**config.mk**
```make
export PLATFORM = sky130hd
export DESIGN_NAME = multicycle_control
export DESIGN_NICKNAME = d
export VERILOG_FILES = /design/src/rtl/ctrl_pkg.sv /design/src/rtl/insn_classify.sv /design/src/rtl/multicycle_control.sv
export SDC_FILE = /design/constraint.sdc
export NUM_CORES = 1
export LEC_CHECK = 0
export CORE_MARGIN = 4
export CORE_UTILIZATION = 39
export DETAILED_ROUTE_END_ITERATION = 8
export PLACE_DENSITY_LB_ADDON = 0.05
export SLEW_MARGIN = 20
export SYNTH_ARGS = -nofsm -noshare
export SYNTH_HDL_FRONTEND = slang
export SYNTH_SLANG_ARGS = --single-unit
```
**constraint.sdc**
```tcl
create_clock -name CLK -period 1.71 [get_ports CLK]
set_input_delay 0.2565 -clock CLK [delete_from_list [all_inputs] [get_ports CLK]]
set_output_delay 0.2565 -clock CLK [all_outputs]
set_load 0.1 [all_outputs]
```
**src/rtl/ctrl_pkg.sv**
```systemverilog
// ctrl_pkg: shared encodings for the multi-cycle LEGv8 control sequencer.
// State encoding, opcode match values/masks, ALUop and ALUSrcB select codes,
// and the instruction-class encoding latched in DECODE.
package ctrl_pkg;

    typedef enum logic [2:0] {
        S_FETCH  = 3'd0,
        S_DECODE = 3'd1,
        S_EXEC   = 3'd2,
        S_MEMACC = 3'd3,
        S_WBACK  = 3'd4,
        S_BRCH   = 3'd5,
        S_HALT   = 3'd6
    } state_t;

    typedef enum logic [2:0] {
        CL_RTYPE   = 3'd0,
        CL_ORRI    = 3'd1,
        CL_LDUR    = 3'd2,
        CL_STUR    = 3'd3,
        CL_CBZ     = 3'd4,
        CL_B       = 3'd5,
        CL_ILLEGAL = 3'd6
    } insn_class_t;

    // Exact-match opcodes (instruction bits 31:21)
    localparam logic [10:0] OP_ADD  = 11'b10001011000;
    localparam logic [10:0] OP_SUB  = 11'b11001011000;
    localparam logic [10:0] OP_AND  = 11'b10001010000;
    localparam logic [10:0] OP_ORR  = 11'b10101010000;
    localparam logic [10:0] OP_LSL  = 11'b11010011011;
    localparam logic [10:0] OP_LDUR = 11'b11111000010;
    localparam logic [10:0] OP_STUR = 11'b11111000000;

    // Masked opcodes: bits cleared in the mask are don't-care
    localparam logic [10:0] OP_ORRI   = 11'b10110010000;
    localparam logic [10:0] MASK_ORRI = 11'b11111111110;
    localparam logic [10:0] OP_CBZ    = 11'b10110100000;
    localparam logic [10:0] MASK_CBZ  = 11'b11111111000;
    localparam logic [10:0] OP_B      = 11'b00010100000;
    localparam logic [10:0] MASK_B    = 11'b11111100000;

    // ALUop codes consumed by the ALU control decoder
    localparam logic [1:0] ALUOP_ADD   = 2'b00;
    localparam logic [1:0] ALUOP_PASSB = 2'b01;
    localparam logic [1:0] ALUOP_FUNC  = 2'b10;

    // ALU B-operand select codes
    localparam logic [1:0] SRCB_REG  = 2'b00;
    localparam logic [1:0] SRCB_FOUR = 2'b01;
    localparam logic [1:0] SRCB_IMM  = 2'b10;
    localparam logic [1:0] SRCB_BOFF = 2'b11;

    function automatic logic op_match(input logic [10:0] op,
                                      input logic [10:0] val,
                                      input logic [10:0] mask);
        return (op & mask) == val;
    endfunction

endpackage

```
**src/rtl/insn_classify.sv**
```systemverilog
// insn_classify: combinational decoder from Opcode (IR bits 31:21) to
// instruction class. Unrecognized encodings map to CL_ILLEGAL.
module insn_classify
    import ctrl_pkg::*;
(
    input  logic [10:0]  opcode,
    output insn_class_t  insn_class
);

    // Priority decode of the supported opcode set
    always_comb begin
        insn_class = CL_ILLEGAL;
        if (opcode == OP_ADD || opcode == OP_SUB || opcode == OP_AND ||
            opcode == OP_ORR || opcode == OP_LSL)
            insn_class = CL_RTYPE;
        else if (op_match(opcode, OP_ORRI, MASK_ORRI))
            insn_class = CL_ORRI;
        else if (opcode == OP_LDUR)
            insn_class = CL_LDUR;
        else if (opcode == OP_STUR)
            insn_class = CL_STUR;
        else if (op_match(opcode, OP_CBZ, MASK_CBZ))
            insn_class = CL_CBZ;
        else if (op_match(opcode, OP_B, MASK_B))
            insn_class = CL_B;
    end

endmodule

```
**src/rtl/multicycle_control.sv**
```systemverilog
// multicycle_control: main sequencer for the multi-cycle LEGv8 datapath.
// Steps FETCH -> DECODE -> EXEC/BRCH -> MEMACC -> WBACK, time-sharing the
// single ALU. Outputs are decoded from state plus the class latched in DECODE.
// Optional feature macro: CTRL_ILLEGAL_TRAP_EN (unrecognized opcode -> HALT,
// sticky Illegal). Without it, unrecognized opcodes act as NOPs.
module multicycle_control
    import ctrl_pkg::*;
(
    input  logic        CLK,
    input  logic        Reset_L,
    input  logic [10:0] Opcode,
    input  logic        Zero,
    input  logic        MemReady,
    output logic        PCWrite,
    output logic        PCSrc,
    output logic        IRWrite,
    output logic        MemRead,
    output logic        MemWrite,
    output logic        RegWrite,
    output logic        MemtoReg,
    output logic        Reg2Loc,
    output logic        ALUSrcA,
    output logic [1:0]  ALUSrcB,
    output logic [1:0]  ALUop,
    output logic [2:0]  State,
    output logic        Illegal
);

    state_t      state_q;
    state_t      state_d;
    insn_class_t class_q;
    insn_class_t decoded;

    insn_classify u_classify (
        .opcode     (Opcode),
        .insn_class (decoded)
    );

    assign State = state_q;

    // State register and class latch; Opcode is only captured in DECODE
    always_ff @(posedge CLK) begin
        if (!Reset_L) begin
            state_q <= S_FETCH;
            class_q <= CL_RTYPE;
        end else begin
            state_q <= state_d;
            if (state_q == S_DECODE)
                class_q <= decoded;
        end
    end

`ifdef CTRL_ILLEGAL_TRAP_EN
    logic illegal_q;

    // Sticky illegal flag, set when DECODE traps to HALT
    always_ff @(posedge CLK) begin
        if (!Reset_L)
            illegal_q <= 1'b0;
        else if (state_q == S_DECODE && decoded == CL_ILLEGAL)
            illegal_q <= 1'b1;
    end

    assign Illegal = illegal_q;
`else
    assign Illegal = 1'b0;
`endif

    // Next-state and datapath control decode
    always_comb begin
        state_d  = state_q;
        PCWrite  = 1'b0;
        PCSrc    = 1'b0;
        IRWrite  = 1'b0;
        MemRead  = 1'b0;
        MemWrite = 1'b0;
        RegWrite = 1'b0;
        MemtoReg = 1'b0;
        Reg2Loc  = 1'b0;
        ALUSrcA  = 1'b0;
        ALUSrcB  = SRCB_REG;
        ALUop    = ALUOP_ADD;

        case (state_q)
            S_FETCH: begin
                MemRead = 1'b1;
                ALUSrcB = SRCB_FOUR;
                if (MemReady) begin
                    IRWrite = 1'b1;
                    PCWrite = 1'b1;
                    state_d = S_DECODE;
                end
            end
            S_DECODE: begin
                ALUSrcB = SRCB_BOFF;
                Reg2Loc = (decoded == CL_STUR) || (decoded == CL_CBZ);
                case (decoded)
                    CL_RTYPE, CL_ORRI, CL_LDUR, CL_STUR: state_d = S_EXEC;
                    CL_CBZ, CL_B:                        state_d = S_BRCH;
`ifdef CTRL_ILLEGAL_TRAP_EN
                    default:                             state_d = S_HALT;
`else
                    default:                             state_d = S_FETCH;
`endif
                endcase
            end
            S_EXEC: begin
                ALUSrcA = 1'b1;
                case (class_q)
                    CL_RTYPE: begin
                        ALUSrcB = SRCB_REG;
                        ALUop   = ALUOP_FUNC;
                        state_d = S_WBACK;
                    end
                    CL_ORRI: begin
                        ALUSrcB = SRCB_IMM;
                        ALUop   = ALUOP_FUNC;
                        state_d = S_WBACK;
                    end
                    CL_LDUR, CL_STUR: begin
                        ALUSrcB = SRCB_IMM;
                        ALUop   = ALUOP_ADD;
                        state_d = S_MEMACC;
                    end
                    default: state_d = S_FETCH;
                endcase
            end
            S_MEMACC: begin
                MemRead  = (class_q == CL_LDUR);
                MemWrite = (class_q == CL_STUR);
                if (MemReady)
                    state_d = (class_q == CL_LDUR) ? S_WBACK : S_FETCH;
            end
            S_WBACK: begin
                RegWrite = 1'b1;
                MemtoReg = (class_q == CL_LDUR);
                state_d  = S_FETCH;
            end
            S_BRCH: begin
                ALUSrcA = 1'b1;
                ALUSrcB = SRCB_REG;
                ALUop   = ALUOP_PASSB;
                Reg2Loc = 1'b1;
                PCSrc   = 1'b1;
                PCWrite = (class_q == CL_B) || ((class_q == CL_CBZ) && Zero);
                state_d = S_FETCH;
            end
            S_HALT:  state_d = S_HALT;
            default: state_d = S_FETCH;
        endcase

        // Reset kills every write strobe in the same cycle it is asserted
        if (!Reset_L) begin
            PCWrite  = 1'b0;
            IRWrite  = 1'b0;
            MemRead  = 1'b0;
            MemWrite = 1'b0;
            RegWrite = 1'b0;
        end
    end

endmodule

```
==> summary.md <==
| Metric | Value |
|---|---|
| Status | `complete, but fails checks` |
| Failing checks | `negative setup slack` |
| Register area share after synthesis | `0.184` |
| DP Worst Slack | `-404 ps` |
| Syn Inst Count | `90` |
| Residual DRC count | `0` |
| Final worst slack | `-37.4 ps` |
| Multi-input gate area | `638 um2` |
| Initial Utilization | `0.423` |
| Max stage delay on crit path | `roughly 340 ps` |
| Avg Vias per Cell | `about 7.2` |
| Worst Skew | `around 1.2 ps` |
| Mapped cell area | `652 um2` |
| Netlist cell types | `between 40 and 50` |
| CTS Buf Count | `3` |
| CTS hold repair buffers | `0` |
| Crit path DAT | `between 1000 and 1500 ps` |
| Core Util, Final | `0.964` |
| Crit-path max FO | `2` |
| Skew-Pair Late Insertion Delay | `~260 ps` |
| Routability congestion estimate | `roughly 0.9` |
| Final Instance Count excl. Fillers | `164` |
| #FFs+latches synth | `6` |
| Share of layout cells above drive strength 1 | `0.588` |
| FF+latch area | `approximately 130 um2` |
| CTS tree | `yes` |
| Largest net degree at the start of global routing | `20` |
| Delay-heaviest family, CP | `simple AND/OR/NAND/NOR gates` |
| DRT met1 WL | `around 1.2 mm` |
| # diodes | `0` |
| P per Cell Area | `approximately 400 mW/mm2` |
| Final Max Slew Viols | `0` |
| Switching power total | `approximately 240 uW` |
| Combinational Power Share | `0.470` |
| Worst vdd ir | `around 230 uV` |
| Worst path slowest cell | `dfxtp_1` |
| RSZ-0062 raised after global routing | `true` |
| Fmax | `572 MHz` |
| Final WL | `between 3 and 4 mm` |
| Number of global-route vias before repair | `935` |
| Most frequent CP cell | `nor2b_4` |
| Pre-antenna DRT Iters | `8` |
| Fin crit share | `1.02` |
| Worst hold path class | `in -> reg` |
| Antenna violations before repair | `0` |
| Met2 WL | `about 1.9 mm` |
| Total Neg Setup Slack | `-63.9 ps` |
| Power Internal | `about 350 uW` |
| DR WL/cell | `24.3 um` |
| Max_cap viols | `0` |
| Max Root-Sink Buffers | `2` |
| Syn_nets | `between 100 and 150` |
| Rows | `14` |
| Worst setup path class | `reg -> out` |
| Gr usage total | `0.246` |
| Cell Area, Placed | `approximately 0.0014 mm2` |
| Placed cell count | `around 150` |
| DP HPWL | `around 2.0 mm` |
| Crit end category | `primary output` |
| Area Growth Syn to Fin | `128%` |
| Die width | `about 50 um` |
| P_leak | `between 0.6 and 0.7 nW` |
| CP Data Required Time | `between 1000 and 1500 ps` |
| Reg power frac | `0.261` |
| Worst-path clk slew | `~60 ps` |
| First-pass GRT wire length | `4.67 mm` |
| Clock power share | `0.269` |
| CP Cell Sequence | `nor2b_4 -> nor2b_4 -> nand3_1 -> a21oi_2 -> buf_12` |
| Endpoints failing setup | `2` |
| Remaining antenna violation count | `0` |
| CTS root buf | `clkbuf_4` |
| Worst path bufs/invs | `1` |
| Switching share of power | `0.408` |
| Hold Vio Cnt, Final | `0` |
| Core area | `around 0.0015 mm2` |
| Worst-Margin Slew | `around 530 ps` |
| Die area | `approximately 0.0024 mm2` |
| Headroom to the max-slew limit | `0.639` |
| Min Tclk post-route | `about 1700 ps` |
| IO Pins | `32` |
| Layout Nets | `164` |
| Final Cell Area | `0.00149 mm2` |
| Detailed Route Iter0 Violations | `approximately 110` |
| Filler cells | `33` |
| H-tree levels | `1` |
| CP startpoint kind | `flip-flop` |
| Ys Warns | `0` |
| Clock Sinks | `6` |
| Met3 WL | `between 600 and 700 um` |
| DR top layer | `met4` |
| Die H | `48.9 um` |
| Overflow after GRT | `0` |
| Vias | `~1.2k` |
| Synth Area per Inst | `7.24 um2` |
| PortBufs | `30` |
==> cell families after synthesis <==
family / after synthesis / share of synthesized area
and+or+nand+nor: 46 / 0.459
other: 1 / 0.00575
buffers and inverters: 9 / 0.0633
DFF: 6 / 0.184
AOI/OAI and AO/OA: 28 / 0.288
==> cells in the mapped netlist (all sizes together) <==
cell type | n | area [um2]
conb | 1 | 3.75
and3 | 2 | 12.5
and2 | 1 | 6.26
dfxtp | 6 | 120
and4 | 1 | 10.0
o21ba | 1 | 10.0
a31oi | 1 | 6.26
nor2b | 3 | 18.8
or2 | 2 | 12.5
a21o | 1 | 7.51
nand2b | 4 | 25.0
clkbuf | 4 | 15.0
buf | 2 | 15.0
or3b | 1 | 8.76
nor4 | 2 | 12.5
or2b | 1 | 8.76
or4 | 3 | 26.3
nor2 | 5 | 18.8
nor4b | 1 | 8.76
a22oi | 1 | 7.51
o22ai | 1 | 6.26
o211ai | 1 | 7.51
nor4bb | 1 | 10.0
o311ai | 1 | 8.76
or3 | 2 | 13.8
o2111ai | 1 | 8.76
nand4bb | 3 | 33.8
a31o | 1 | 8.76
nor3 | 2 | 10.0
nand3 | 2 | 10.0
nand2 | 7 | 26.3
inv | 3 | 11.3
o21a | 2 | 15.0
nand4b | 3 | 26.3
a221oi | 1 | 8.76
a21oi | 5 | 25.0
o21bai | 2 | 15.0
o21ai | 7 | 35.0
o221ai | 1 | 8.76
o32ai | 1 | 8.76
==> cell usage in the layout, fill, tap and decap left out, types with 2 or more instances in the layout <==
cell / count
nor2b_4: 3
a21oi_2: 2
or4_4: 2
nand2b_1: 2
nand2_1: 7
buf_4: 29
inv_1: 2
dfxtp_1: 3
nand3_1: 2
buf_2: 5
nand4b_1: 3
o21ai_0: 5
nor2_1: 2
dfxtp_4: 3
nor3_4: 2
buf_12: 16
nand4bb_1: 3
nor2_4: 2
a21oi_1: 2
nand2b_4: 2
and3_2: 2
clkbuf_4: 3
clkdlybuf4s50_1: 2
dlygate4sd2_1: 5
o21bai_4: 2
==> power by group through the flow <==
stage               Clock, mW  Combinational, mW  Sequential, mW
floorplan                   0              0.120           0.165
global placement            0              0.244           0.156
detailed placement          0              0.251           0.156
CTS                     0.143              0.248           0.155
global route            0.163              0.289           0.156
finish                  0.160              0.279           0.155
==> metal layers <==
metal  GRT usage  vias up
li1            -      465
met5           0        -
met4      0.0942        0
met3      0.0428       49
met1       0.290      530
met2       0.435      141
==> registers in the layout, summed over array words and instances (netlist names) <==
register,count
class_q,3
State,3
==> metrics by stage <==
step | total power [mW] | hold WS, ps
2_1_floorplan | 0.285 | 395
3_5_place_dp | 0.407 | 613
3_3_place_gp | 0.399 | 604
4_1_cts | 0.546 | 538
5_1_grt | 0.608 | 568
6_report | 0.594 | 560
==> what timing repair did <==
item | in CTS | in global routing
resized for setup | 38 | 3
pin swaps | 6 | 2
cloned | 0 | 0
buffers inserted | 3 | 8
endpoints found under the setup margin | 9 | 7
==> final timing paths <==
kind	from	endpoint	slack (ps)	depth (start not counted)
setup / recovery	class_q[1]	MemRead	-40	5
hold / removal	Opcode[1]	class_q[0]	560	4
setup reg to reg	State[1]	State[2]	20	4
hold reg to reg	class_q[1]	class_q[1]	680	3
==> cell type report <==
type | instances | share of cell area
Inverter | 3 | 0.00758
Sequential cell | 6 | 0.0884
Timing Repair Buffer | 60 | 0.444
Multi-Input combinational cell | 75 | 0.429
Clock buffer | 4 | 0.0177
Tap cell | 16 | 0.0135
==> worst reg2reg max path, cell delays in order, from the launching register on <==
cell	delay, ps
dfxtp_4	390
nand2b_1	290
nor2_1	360
nand2_1	110
a221oi_1	410
(Power assumes the default switching activity.)
